--- src/rtl/alu_result_stage_if.sv ---
// Handshake bundle between the ALU top, the result stage and writeback.
// Signal names keep the stage's port naming; the stage uses the slave view.
interface alu_result_stage_if #(
  parameter int unsigned RD_W = 5
);
  logic            in_valid_i;
  logic            in_ready_o;
  logic [2:0]      instr_i;
  logic [63:0]     alu_out_i;
  logic [RD_W-1:0] rd_i;
  logic            wr_en_i;
  logic [1:0]      hilo_sel_i;
  logic            out_valid_o;
  logic            out_ready_i;
  logic [RD_W-1:0] wb_rd_o;
  logic [31:0]     wb_data_o;
  logic            wb_en_o;
  logic [31:0]     hi_o;
  logic [31:0]     lo_o;
  logic [1:0]      count_o;

  modport master (
    output in_valid_i, instr_i, alu_out_i, rd_i, wr_en_i, hilo_sel_i, out_ready_i,
    input  in_ready_o, out_valid_o, wb_rd_o, wb_data_o, wb_en_o, hi_o, lo_o, count_o
  );

  modport slave (
    input  in_valid_i, instr_i, alu_out_i, rd_i, wr_en_i, hilo_sel_i, out_ready_i,
    output in_ready_o, out_valid_o, wb_rd_o, wb_data_o, wb_en_o, hi_o, lo_o, count_o
  );
endinterface

--- src/rtl/alu_result_stage.sv ---
// ALU result stage: owns HI/LO, resolves MFHI/MFLO and buffers results in a 2-entry FIFO.
// One cycle push-to-head latency; in_ready drops at 2 entries, a pop frees a slot next cycle.
module alu_result_stage #(
  parameter int unsigned DEPTH  = 2,
  parameter int unsigned RD_W   = 5,
  parameter logic [2:0]  MUL_OP = 3'd6,
  parameter logic [2:0]  DIV_OP = 3'd7
) (
  input logic               clk_i,
  input logic               rst_n_i,
  alu_result_stage_if.slave bus
);

  typedef struct packed {
    logic [RD_W-1:0] rd;
    logic [31:0]     data;
    logic            en;
  } entry_t;

  localparam logic [1:0] FULL = 2'(DEPTH);

  entry_t      mem_q [DEPTH];
  logic        wr_ptr_q;
  logic        rd_ptr_q;
  logic [1:0]  count_q;
  logic [31:0] hi_q;
  logic [31:0] lo_q;

  logic   in_ready;
  logic   out_valid;
  logic   push;
  logic   pop;
  logic   is_muldiv;
  entry_t new_entry;

  assign in_ready  = (count_q != FULL);
  assign out_valid = (count_q != 2'd0);
  assign push      = bus.in_valid_i && in_ready;
  assign pop       = out_valid && bus.out_ready_i;
  assign is_muldiv = (bus.instr_i == MUL_OP) || (bus.instr_i == DIV_OP);

  // MFHI/MFLO read the registered HI/LO; every earlier MUL/DIV has already
  // committed at a previous edge because pushes are strictly one per cycle.
  always_comb begin
    new_entry.rd   = bus.rd_i;
    new_entry.data = bus.alu_out_i[31:0];
    new_entry.en   = bus.wr_en_i && (bus.rd_i != '0);
    if (is_muldiv) begin
      new_entry.en = 1'b0;
    end else if (bus.hilo_sel_i == 2'b01) begin
      new_entry.data = hi_q;
    end else if (bus.hilo_sel_i == 2'b10) begin
      new_entry.data = lo_q;
    end
  end

  always_ff @(posedge clk_i or negedge rst_n_i) begin
    if (!rst_n_i) begin
      for (int i = 0; i < int'(DEPTH); i++) begin
        mem_q[i] <= '0;
      end
      wr_ptr_q <= 1'b0;
      rd_ptr_q <= 1'b0;
      count_q  <= 2'd0;
      hi_q     <= 32'h0;
      lo_q     <= 32'h0;
    end else begin
      if (push) begin
        mem_q[wr_ptr_q] <= new_entry;
        wr_ptr_q        <= ~wr_ptr_q;
        if (is_muldiv) begin
          hi_q <= bus.alu_out_i[63:32];
          lo_q <= bus.alu_out_i[31:0];
        end
      end
      if (pop) begin
        rd_ptr_q <= ~rd_ptr_q;
      end
      case ({push, pop})
        2'b10:   count_q <= count_q + 2'd1;
        2'b01:   count_q <= count_q - 2'd1;
        default: count_q <= count_q;
      endcase
    end
  end

  // Head fields come straight from storage flops, so nothing from in_* reaches wb_*.
  assign bus.in_ready_o  = in_ready;
  assign bus.out_valid_o = out_valid;
  assign bus.wb_rd_o     = mem_q[rd_ptr_q].rd;
  assign bus.wb_data_o   = mem_q[rd_ptr_q].data;
  assign bus.wb_en_o     = mem_q[rd_ptr_q].en;
  assign bus.hi_o        = hi_q;
  assign bus.lo_o        = lo_q;
  assign bus.count_o     = count_q;

endmodule
--- src/flat_wrapper.sv ---
// flat-port wrapper written by rule: the top's interface ports become plain ports
module alu_result_stage_flat 
#(
  parameter int unsigned DEPTH  = 2,
  parameter int unsigned RD_W   = 5,
  parameter logic [2:0]  MUL_OP = 3'd6,
  parameter logic [2:0]  DIV_OP = 3'd7
)
  (clk_i, rst_n_i, bus_in_valid_i, bus_instr_i, bus_alu_out_i, bus_rd_i, bus_wr_en_i, bus_hilo_sel_i, bus_out_ready_i, bus_in_ready_o, bus_out_valid_o, bus_wb_rd_o, bus_wb_data_o, bus_wb_en_o, bus_hi_o, bus_lo_o, bus_count_o);
  alu_result_stage_if #(.RD_W(RD_W)) bus_i ();
  input logic clk_i;
  input logic rst_n_i;
  input wire logic [$bits(bus_i.in_valid_i)-1:0] bus_in_valid_i;
  input wire logic [$bits(bus_i.instr_i)-1:0] bus_instr_i;
  input wire logic [$bits(bus_i.alu_out_i)-1:0] bus_alu_out_i;
  input wire logic [$bits(bus_i.rd_i)-1:0] bus_rd_i;
  input wire logic [$bits(bus_i.wr_en_i)-1:0] bus_wr_en_i;
  input wire logic [$bits(bus_i.hilo_sel_i)-1:0] bus_hilo_sel_i;
  input wire logic [$bits(bus_i.out_ready_i)-1:0] bus_out_ready_i;
  output wire logic [$bits(bus_i.in_ready_o)-1:0] bus_in_ready_o;
  output wire logic [$bits(bus_i.out_valid_o)-1:0] bus_out_valid_o;
  output wire logic [$bits(bus_i.wb_rd_o)-1:0] bus_wb_rd_o;
  output wire logic [$bits(bus_i.wb_data_o)-1:0] bus_wb_data_o;
  output wire logic [$bits(bus_i.wb_en_o)-1:0] bus_wb_en_o;
  output wire logic [$bits(bus_i.hi_o)-1:0] bus_hi_o;
  output wire logic [$bits(bus_i.lo_o)-1:0] bus_lo_o;
  output wire logic [$bits(bus_i.count_o)-1:0] bus_count_o;
  assign bus_i.in_valid_i = bus_in_valid_i;
  assign bus_i.instr_i = bus_instr_i;
  assign bus_i.alu_out_i = bus_alu_out_i;
  assign bus_i.rd_i = bus_rd_i;
  assign bus_i.wr_en_i = bus_wr_en_i;
  assign bus_i.hilo_sel_i = bus_hilo_sel_i;
  assign bus_i.out_ready_i = bus_out_ready_i;
  assign bus_in_ready_o = bus_i.in_ready_o;
  assign bus_out_valid_o = bus_i.out_valid_o;
  assign bus_wb_rd_o = bus_i.wb_rd_o;
  assign bus_wb_data_o = bus_i.wb_data_o;
  assign bus_wb_en_o = bus_i.wb_en_o;
  assign bus_hi_o = bus_i.hi_o;
  assign bus_lo_o = bus_i.lo_o;
  assign bus_count_o = bus_i.count_o;
  alu_result_stage #(.DEPTH(DEPTH), .RD_W(RD_W), .MUL_OP(MUL_OP), .DIV_OP(DIV_OP)) u_core (.clk_i(clk_i), .rst_n_i(rst_n_i), .bus(bus_i));
endmodule
--- config.mk ---
export PLATFORM = sky130hd
export DESIGN_NAME = alu_result_stage_flat
export DESIGN_NICKNAME = d
export VERILOG_FILES = /design/src/rtl/alu_result_stage_if.sv /design/src/rtl/alu_result_stage.sv /design/src/flat_wrapper.sv
export SDC_FILE = /design/constraint.sdc
export NUM_CORES = 1
export LEC_CHECK = 0
export ABC_AREA = 0
export CAP_MARGIN = 20
export CORE_UTILIZATION = 45
export DETAILED_ROUTE_END_ITERATION = 10
export GPL_ROUTABILITY_DRIVEN = 0
export GPL_TIMING_DRIVEN = 0
export PLACE_DENSITY = 0.75
export SKIP_LAST_GASP = 1
export SYNTH_ARGS = -nofsm -noshare
export SYNTH_HDL_FRONTEND = slang
export SYNTH_SLANG_ARGS = --single-unit
--- constraint.sdc ---
create_clock -name clk_i -period 2.3 [get_ports clk_i]
set_input_delay 0.46 -clock clk_i [delete_from_list [all_inputs] [get_ports clk_i]]
set_output_delay 0.46 -clock clk_i [all_outputs]
set_load 0.02 [all_outputs]
# Word level (Yosys, flattened, before mapping)
# Cells that the tools add are included.
# word_totals
reg_bits	144
# classes
eq_ne	7
muxes	11
n_lt_le_gt_ge	3
bitwise	4
reduce_logical	9
n_addsub	2
# ops
cell	count
38-bit two-way mux	4
32-bit two-way mux	3
76-bit bitwise mux	1
38-bit demux with 1-bit select	1
3-bit == test, second input constant	2
5-bit nonzero test	1
2-bit by 1-bit == test with 1-bit output, second input constant	2
2-bit == test, second input constant	2
2-bit greater-or-equal comparator, second input constant	2
1-bit logical AND	4
1-bit inverter with 2-bit output	2
2-bit case mux with 2 select lines	1
2-bit nonzero test	2
2-bit by 1-bit adder with 2-bit output, second input constant	1
2-bit by 1-bit less-than comparator with 1-bit output, second input constant	1
2-bit inequality test, second input constant	1
1-bit inverter	2
2-bit AND reduction	1
2-bit by 1-bit subtractor with 2-bit output, second input constant	1
1-bit logical OR	1
1-bit two-way mux	1

# Longest topological paths before layout
# depth
ltp_word	6
depth_mapped	8
ltp_nobuf	7

# Least setup slack after synthesis
# No wires, ideal clock.
# synth_path
kind	flip-flop to flip-flop
start	register u_core.count_q[1], in the netlist u_core.bus.count_o[1]
end	register u_core.count_q[1], in the netlist u_core.bus.count_o[1]
arrival_time_ns	1.911
setup_time_ns	0.080
stages_incl_launch_ff	8
synth_period_minus_slack_ns	1.991
n_path_buf	1
slack_ns	0.309
cell_sequence	dfrtp_1 > nor2b_2 > inv_1 > clkbuf_1 > nand2_1 > ha_1 > nor2_1 > xor2_1
# synth_between
elab_chain_len	4
word_cells_on_any_way	10
cone_classes	add/sub: 2; eq/ne: 3; mux: 1; reduce/logical: 4
# synth_rtl
element	line_no	text
start: declaration	alu_result_stage.sv:25	logic [1:0] count_q;
start signal: assignment	alu_result_stage.sv:80	2'b10: count_q <= count_q + 2'd1;
start signal: assignment	alu_result_stage.sv:81	2'b01: count_q <= count_q - 2'd1;
start signal: assignment	alu_result_stage.sv:82	default: count_q <= count_q;
2-bit inequality test (*)	alu_result_stage.sv:36	assign in_ready = (count_q != FULL);
named net bus_in_ready_o	flat_wrapper.sv:20	output wire logic [$bits(bus_i.in_ready_o)-1:0] bus_in_ready_o;
1-bit logical AND (*)	alu_result_stage.sv:38	assign push = bus.in_valid_i && in_ready;
2-bit by 1-bit == test with 1-bit output or 2-bit == test (tied branches)	alu_result_stage.sv:79	case ({push, pop})
2-bit case mux with 2 select lines or 2-bit nonzero test (tied branches)	--	
# Mark *: on every way through the listed nets, which the timed path passes. The rest lies on a longest branch.
# A chain may end at the register's enable or synchronous reset.

# Final worst setup path
# layout_path
start	register u_core.rd_ptr_q
end	output bus_wb_data_o[30]
# layout_between
elab_chain_len	4
# layout_rtl
element	line_no	text
start: declaration	alu_result_stage.sv:24	logic rd_ptr_q;
start signal: assignment	alu_result_stage.sv:77	rd_ptr_q <= ~rd_ptr_q;
1-bit inverter with 2-bit output (implied by the code)	alu_result_stage.sv:91	assign bus.wb_data_o = mem_q[rd_ptr_q].data;
38-bit two-way mux (3 in a row)	--	
end: declaration	flat_wrapper.sv:23	output wire logic [$bits(bus_i.wb_data_o)-1:0] bus_wb_data_o;
# No other way between the ends. The select of a mux whose other input is x is not followed.

==> impl_metrics.env <==
export IMPL_grt_overflow_total=0
export IMPL_ir_worst_vdd_mv=0.888
export IMPL_routed_wl_um=21600
export IMPL_clk_pin_slew_ns=0.06
export IMPL_worst_slew_margin_relative_to_its_limit=0.582
export IMPL_cts_root_buf="clkbuf_16"
export IMPL_cp_cell_sequence="buf_4 -> mux2_2 -> dlygate4sd2_1"
export IMPL_cts_htree_levels=4
export IMPL_num_antenna_cells=0
export IMPL_die_area_sq_um=15800
export IMPL_port_buffers=183
export IMPL_ys_top_cells_by_area="dfrtp_1 52%, mux2_4 13%, mux2_2 8.3%, a221oi_1 8.1%, a31oi_1 5.8%"
export IMPL_ys_seq_area_frac=0.523
export IMPL_reg2regPathDepth=6
export IMPL_finish_net_count=821
export IMPL_grt_pass1_vias=6405
export IMPL_cts_resized=52
export IMPL_antenna_found_initial=0
export IMPL_regToRegEndpoint="u_core.mem_q[19]"
export IMPL_avgViaCountPerCell=6.37
export IMPL_r2r_setup_slack_ns=0.19
export IMPL_dr_total_vias=5972
export IMPL_final_hold_worst_slack_ns=-0.0137
export IMPL_worst_clock_skew_ns=0.0161
export IMPL_failed_checks="hold timing"
export IMPL_setup_crit_start_kind="flop"
export IMPL_placement_cell_area_sq_um=8980
export IMPL_post_cts_buffers=0
export IMPL_tightestPinTransition_ns=0.627
export IMPL_largest_net_degree_at_the_start_of_global_routing=92
export IMPL_worstSetupPathType="flop to output port"
export IMPL_grt_setup_unrepaired="no"
export IMPL_leakagePower_uw=0.00401
export IMPL_first_pass_grt_wire_length_um=34400
export IMPL_place_worst_setup_slack_ns=-0.178
export IMPL_cts_sink_count=144
export IMPL_num_fill_cells=1150
export IMPL_drt_first_pass_iters=6
export IMPL_setup_total_negative_slack_ns=0
export IMPL_status="complete, but fails checks"
export IMPL_synth_lib_cells_used_distinct=30
export IMPL_tritoncts_num_buffers=17
export IMPL_crit_slowest_cell="dfrtp_2"
export IMPL_clockBufferDepth=2
export IMPL_hp_class="primary input to async pin"
export IMPL_timing_rr_start="u_core.bus.count_o[1]"
export IMPL_clkLatencyLatePin_ns=0.43
export IMPL_critical_path_peak_fanout=10
export IMPL_util_after_layout=0.650
export IMPL_min_period_over_period=0.968
export IMPL_crit_path_end="bus_wb_data_o[30]"
export IMPL_worst_slack_ns=0.0730
export IMPL_register_area_sq_um=3600
export IMPL_io_pin_count=185
export IMPL_synthDominantCellAreaShare=0.523
export IMPL_drive_gt1_frac=0.224
export IMPL_tritoncts="built"
export IMPL_timing_critical_path_from="u_core.rd_ptr_q"
export IMPL_drv_slew=0
export IMPL_fin_total_pwr_uw=15200
export IMPL_syn_area_sq_um=6890
export IMPL_finish_instance_area_sq_um=9590
export IMPL_cells_after_synth=538
export IMPL_detailed_placement_hpwl_um=14300
export IMPL_post_cts_hold_fix_bufs=0
export IMPL_layout_min_cycle_time_ns=2.23
export IMPL_track_usage=0.280
export IMPL_die_height_um=126
export IMPL_finalSetupViolations=0
export IMPL_drc=0
export IMPL_wire_per_inst_um=23.0
export IMPL_syn_num_nets=618
export IMPL_max_stage_delay_ns=0.41
export IMPL_max_cap_violations=0
export IMPL_signed_area_change_from_the_synthesized_netlist_to_the_final_layout_pct=39.1
export IMPL_power_density_nw_per_um2=1590
export IMPL_die_w_um=126
export IMPL_finalHoldViolCount=14
export IMPL_ant_nets=0
export IMPL_first_iter_violations=736
export IMPL_core_area_sq_um=14800
export IMPL_area_of_the_multi_input_gates_sq_um=2980
export IMPL_worst_endpoint_required_ns=1.84
export IMPL_ys_warnings=0
export IMPL_postSynthRegisterBits=144
export IMPL_initial_util=0.467
export IMPL_rows=44
export IMPL_clock_fmax_mhz=449
export IMPL_crit_path_end_kind="output port"
export IMPL_worstPathArrival_ns=1.77
export IMPL_postSynthAreaPerCell_sq_um=12.8
export IMPL_synthDominantAreaCellType="dfrtp_1"
[metrics by stage]
step / hold WS, ns / instances
final: -0.0137 / 938
after global routing: 0.0235 / 938
after CTS: 0.00316 / 938
after detailed placement: 0.453 / 906
after global placement: 0.484 / 905
after floorplan: 0.164 / 538
[synth_stat cells, drive strengths merged]
cell    number
dfrtp      144
mux2       111
a221oi      64
a31oi       64
clkbuf      39
a21oi       32
o22ai       32
buf         21
inv          5
nand2        3
xnor2        3
xor2         3
and4         2
mux2i        2
nand2b       2
nor3         2
and2         1
ha           1
nor2         1
nor2b        1
o211ai       1
o21ai        1
or2          1
or3          1
or4          1
[cell families after synthesis]
| group | share of synthesized area |
|---|---|
| xor+xnor | 0.00763 |
| mux | 0.217 |
| fa+ha+maj | 0.00182 |
| buf+inv | 0.0441 |
| flops | 0.523 |
| compound gates | 0.194 |
| simple gates | 0.0131 |
[layer usage]
metal | vias up | wire [um] | GRT usage
li1 | 2538 | - | -
met3 | 49 | 1450 | 0.0616
met1 | 3034 | 8920 | 0.363
met4 | 0 | 544 | 0.126
met5 | - | 0 | 0
met2 | 351 | 10700 | 0.450
[how the worst min path moves through the flow]
stage	startpoint	to	cells after the start
floorplan	rst_n_i	u_core.bus.count_o[0]	0
global placement	u_core.mem_q[34]	u_core.mem_q[34]	1
detailed placement	rst_n_i	u_core.bus.hi_o[5]	1
CTS	rst_n_i	u_core.bus.hi_o[5]	1
global route	rst_n_i	u_core.bus.hi_o[4]	1
finish	rst_n_i	u_core.bus.hi_o[5]	1
[placed cells by master, fill, tap and decap left out, types with 3 or more instances in the layout]
master and instances:
xnor2_1 3, mux2_4 60, a31oi_1 64, clkbuf_1 39, clkbuf_16 17, bufinv_16 4
o22ai_1 32, a21oi_1 32, dlygate4sd2_1 38, buf_2 9, inv_1 4, a221oi_1 64
dfrtp_1 143, mux2_2 51, xor2_1 3, clkinv_2 4, clkdlybuf4s50_1 143, clkbuf_8 4
buf_4 3, nand2_1 3, buf_6 8
[layout make-up]
type,count,area share
Sequential cell,144,0.376
Clock buffer,22,0.0495
Buffer,60,0.0325
Clock inverter,10,0.0164
Inverter,5,0.00196
Tap cell,184,0.0240
Multi-Input combinational cell,329,0.311
Timing Repair Buffer,184,0.189
[power by group]
part	switching, uW	internal (uW)	leakage (uW)
Sequential	892	3790	0.00165
Combinational	3940	3630	0.00205
Clock	1070	1900	0.000314
[flip-flops by register name (all words and copies together), names as in the netlist]
signal / flops
u_core.mem_q: 76
u_core.bus.hi_o: 32
u_core.bus.lo_o: 32
u_core.bus.count_o: 2
u_core.rd_ptr_q: 1
u_core.wr_ptr_q: 1
[worst max-delay path: cells and delay by family, from the launching register on]
family	cells	cell delay, ns
buffers and inverters	2	0.54
DFF	1	0.41
muxes	1	0.38
Power figures use the tool's default switching activity.
==> variant 1: new RTL, config.mk and constraints unchanged <==
`DEPTH` is set to 2 in 2 places; all go to 4.
--- a/src/rtl/alu_result_stage.sv
+++ b/src/rtl/alu_result_stage.sv
@@ -1,7 +1,7 @@
 // ALU result stage: owns HI/LO, resolves MFHI/MFLO and buffers results in a 2-entry FIFO.
 // One cycle push-to-head latency; in_ready drops at 2 entries, a pop frees a slot next cycle.
 module alu_result_stage #(
-  parameter int unsigned DEPTH  = 2,
+  parameter int unsigned DEPTH  = 4,
   parameter int unsigned RD_W   = 5,
   parameter logic [2:0]  MUL_OP = 3'd6,
   parameter logic [2:0]  DIV_OP = 3'd7
--- a/src/flat_wrapper.sv
+++ b/src/flat_wrapper.sv
@@ -1,7 +1,7 @@
 // flat-port wrapper written by rule: the top's interface ports become plain ports
 module alu_result_stage_flat 
 #(
-  parameter int unsigned DEPTH  = 2,
+  parameter int unsigned DEPTH  = 4,
   parameter int unsigned RD_W   = 5,
   parameter logic [2:0]  MUL_OP = 3'd6,
   parameter logic [2:0]  DIV_OP = 3'd7
Formal check against the unedited RTL: not equivalent (a bounded check fails within 4 cycles, from zero or initial values and one cycle with rst_n_i low).
==> variant 1 against the original RTL <==
- routed wire length fell by 6.9%
- via count fell by 8.6%
- worst setup slack got worse by 16 ps
- design area rose by 1.1%
- sequential cell count did not move
- area after synthesis rose by 1.3%
- clock skew fell by 8.2 ps
- highest routed layer unchanged
Power is not compared: it rests on default switching activity, and its combinational part moved more than twofold at a synthesized area within 25%.
==> variant 1: results <==
[cells_and_area]
clock_buffers = 26
final_core_util = 0.6401
fillers = 1177
multi_input_comb_cells = 328
fin_cells = 932
finalNetCount = 812
inverters = 3
bufAreaShareNonClock = 0.2283

[outcome]
status = "finished, final reports clean"

[die]
die_area_mm2 = 0.01601

[route]
wl_met3_mm = 1.286
drt_first_pass_iters = 4
via_count = 5456

[global_routing]
grt_pass1_vias = 5938
use_met2 = 0.4384
grt_usage = 0.2635
use_met3 = 0.05652

[yosys]
synth.net_count = 604
synthTopCellsByArea = "dfrtp_1 (52%), mux2_2 (17%), a221oi_2 (13%)"

[place]
placed_area_mm2 = 0.009074

[worst_setup_path]
rrSetupSlack_ps = 560
ff2ff_path_depth = 5
crit_end = "bus_wb_data_o[21]"

[min_path]
hp-class = "reg2reg"

[cts]
postCtsHoldBufs = 1
[variant 1: cell types whose count changed in the layout (fill, tap and decap cells not counted), moves of 5 or more]
| cell | unedited run | this run |
|---|---|---|
| buf_6 | 8 | 18 |
| clkbuf_1 | 39 | 19 |
| buf_4 | 3 | 9 |
| a221oi_2 | 0 | 60 |
| a221oi_1 | 64 | 4 |
| mux2_1 | 0 | 5 |
| mux2_2 | 51 | 107 |
| nor2_1 | 1 | 33 |
| a21oi_1 | 32 | 64 |
| a31oi_1 | 64 | 0 |
| dlygate4sd2_1 | 38 | 31 |
| mux2_4 | 60 | 0 |
[variant 1: kinds of logic (layout without fill, tap and decap cells)]
logic type / count (synthesis) / after routing
AO/OA/AOI/OAI: 165 / 165
XOR/XNOR: 6 / 6
adder cells (fa/ha/maj): 1 / 1
buffers and inverters: 52 / 272
flip-flops: 144 / 144
multiplexers: 113 / 113
AND/OR/NAND/NOR: 43 / 43
==> variant 2: new RTL, same flow settings <==
Without the edit above. Make the reset (`rst_n_i`) synchronous in one clocked block.
--- a/src/rtl/alu_result_stage.sv
+++ b/src/rtl/alu_result_stage.sv
@@ -54,7 +54,7 @@
     end
   end
 
-  always_ff @(posedge clk_i or negedge rst_n_i) begin
+  always_ff @(posedge clk_i) begin
     if (!rst_n_i) begin
       for (int i = 0; i < int'(DEPTH); i++) begin
         mem_q[i] <= '0;
Check against the original RTL: differs if rst_n_i is asserted again (counterexample within 4 cycles, from zero or initial values and one cycle with rst_n_i low); with rst_n_i held inactive, the same outputs for 4 cycles.
==> variant 2 against the original RTL <==
- the flow finishes with violations (design-rule violations)
- highest routed layer unchanged
- worst setup slack lost 32 ps
- critical path type is now in2reg
- area after synthesis shrank 1.2%
- sequential share of layout area grew 0.97 points
- critical path depth grew 3
- design area shrank 0.89%
- first-iteration DRC count grew 43%
- routed wire length grew 8.7%
- sequential cell count grew 1
- via count grew 13%
Power is not compared: it rests on default switching activity, and its combinational part moved more than twofold at a synthesized area within 25%.
==> variant 2: results <==
[yosys]
synth_commonest_cells = "a21oi_1 (98), edfxtp_1 (76), dfxtp_1 (69)"
synth_top_family_by_area = "compound AO/OA/AOI/OAI gates"
synthTopCellsByArea = "edfxtp_1 (34%), dfxtp_1 (20%), a21oi_1 (7.2%)"
synth_compound_area_frac = 0.2609
ys_types = 29
synth-edff-count = 76
synth.net_count = 711
synth_ff_type = "edfxtp_1"
muxShareOfSynthArea = 0.06283
synth-xor-area-share = 0.005144
synth-seq-area-share = 0.5379
synth_adder_area_share = 0.001837
yosys_warnings = 0
synth-async-reset-ratio = 0

[cells_and_area]
diodes = 0
finalNetCount = 914
top_register = "u_core.mem_q"
drive_above_1_share = 0.1405
fillers = 1140
largest_reg_flops = 76

[sta]
fin_skew_ps = 7.115
worst_slew_pin_slew_ps = 695.3

[route]
avgViaCountPerCell = 6.539
drtIter0Drc = 1053
drt_first_pass_iters = 9
route.detailed.drc = 28
wirelength_mm = 23.45

[place]
portBuffers = 183
dp_hpwl_mm = 16.28
placed_area_mm2 = 0.008877

[cts]
clk_latency_ps = 430
path_clk_slew_ps = 60
htree_num_levels = 4
cts_buffer_depth = 2
cts-root-buf = "clkbuf_16"
numCtsBuffers = 17

[global_routing]
grt_antenna_before_repair = 0
grt_usage = 0.2994
grt_max_degree = 39
grt_pass1_vias = 6621
grt_pass1_wl_mm = 36.05

[worst_setup_path]
crit_fanout = 10
worstPathArrival_ps = 2520

[pwr]
p_sw_mw = 2.850
cellLeakagePower_nw = 3.316
ir_worst_vdd_mv = 0.6234

[outcome]
status = "complete, but fails checks"
violations = "design-rule violations"

[min_path]
hp-class = "reg2reg"
==> variant 2: cell count changes in the layout (fill, tap and decap cells not counted), moves of 64 or more <==
cell / delta
dfrtp_1: -143
edfxtp_1: +76
dfxtp_1: +68
a21oi_1: +66
nand4_1: +65
a221oi_1: -64
a31oi_1: -64
o31ai_1: +64
==> variant 2: what timing repair did <==
item                                    4_1_cts  5_1_grt
endpoints found under the setup margin      127      108
resized for setup                            60       11
gates cloned                                  0        0
buffers inserted                              0        1
==> variant 2: worst max-delay path: stages <==
cell             delay, ps
clkdlybuf4s50_1        750
inv_2                  150
or4_1                  540
buf_2                  250
buf_6                  200
a211oi_2               160
==> variant 2: path summary, 6_finish.rpt <==
path,start,to,slack [ps],cells past startpoint
max,rst_n_i,u_core.mem_q[0][14],40,6
min,u_core.bus.lo_o[28],u_core.bus.lo_o[28],500,2
min reg2reg,u_core.bus.lo_o[28],u_core.bus.lo_o[28],500,2
max reg2reg,u_core.bus.count_o[1],u_core.mem_q[1][5],230,6
==> variant 2: metal layers <==
layer,up-vias,routed length [um],GRT usage
met5,-,0,0
met4,0,757,0.1320
met3,79,2503,0.05862
met2,505,11020,0.4857
met1,3224,9164,0.3895
li1,2934,-,-
==> variant 2: power by group through the flow <==
stage	combinational (mW)	sequential, mW	clock, mW
6_report	2.69	3.19	2.76
5_1_grt	2.83	3.22	2.83
4_1_cts	2.63	3.18	2.75
3_5_place_dp	2.72	3.23	0
3_3_place_gp	2.68	3.22	0
2_1_floorplan	1.50	3.27	0
==> variant 2: final cells by class <==
type | instances | area, um2 | area share
Sequential cell | 145 | 3665 | 0.3856
Multi-Input combinational cell | 398 | 2829 | 0.2977
Timing Repair Buffer | 184 | 1790 | 0.1884
Clock buffer | 24 | 481.7 | 0.05068
Buffer | 80 | 372.9 | 0.03923
Tap cell | 184 | 230.2 | 0.02422
Clock inverter | 8 | 105.1 | 0.01106
Inverter | 8 | 30.03 | 0.003160
==> variant 2: per-stage QoR <==
step	setup TNS (ps)	worst slack (ps)	hold WS, ps	power, mW	instances
after floorplan	0	176.3	470.9	4.768	631
after global placement	-78690	-626.2	476.4	5.894	998
after detailed placement	-86990	-684.9	482.0	5.958	998
after CTS	-55.28	-17.54	495.0	8.560	1030
after global routing	-19.37	-11.30	516.9	8.880	1031
final	0	40.47	503.3	8.636	1031
==> variant 2: logic make-up (layout without fill, tap and decap cells) <==
group	count (synthesis)	in the layout
adders and majority gates	1	1
AOI/OAI and AO/OA	262	262
buffers and inverters	88	304
DFF	145	145
xor gates and xnor gates	4	4
and+or+nand+nor	93	93
muxes	38	38
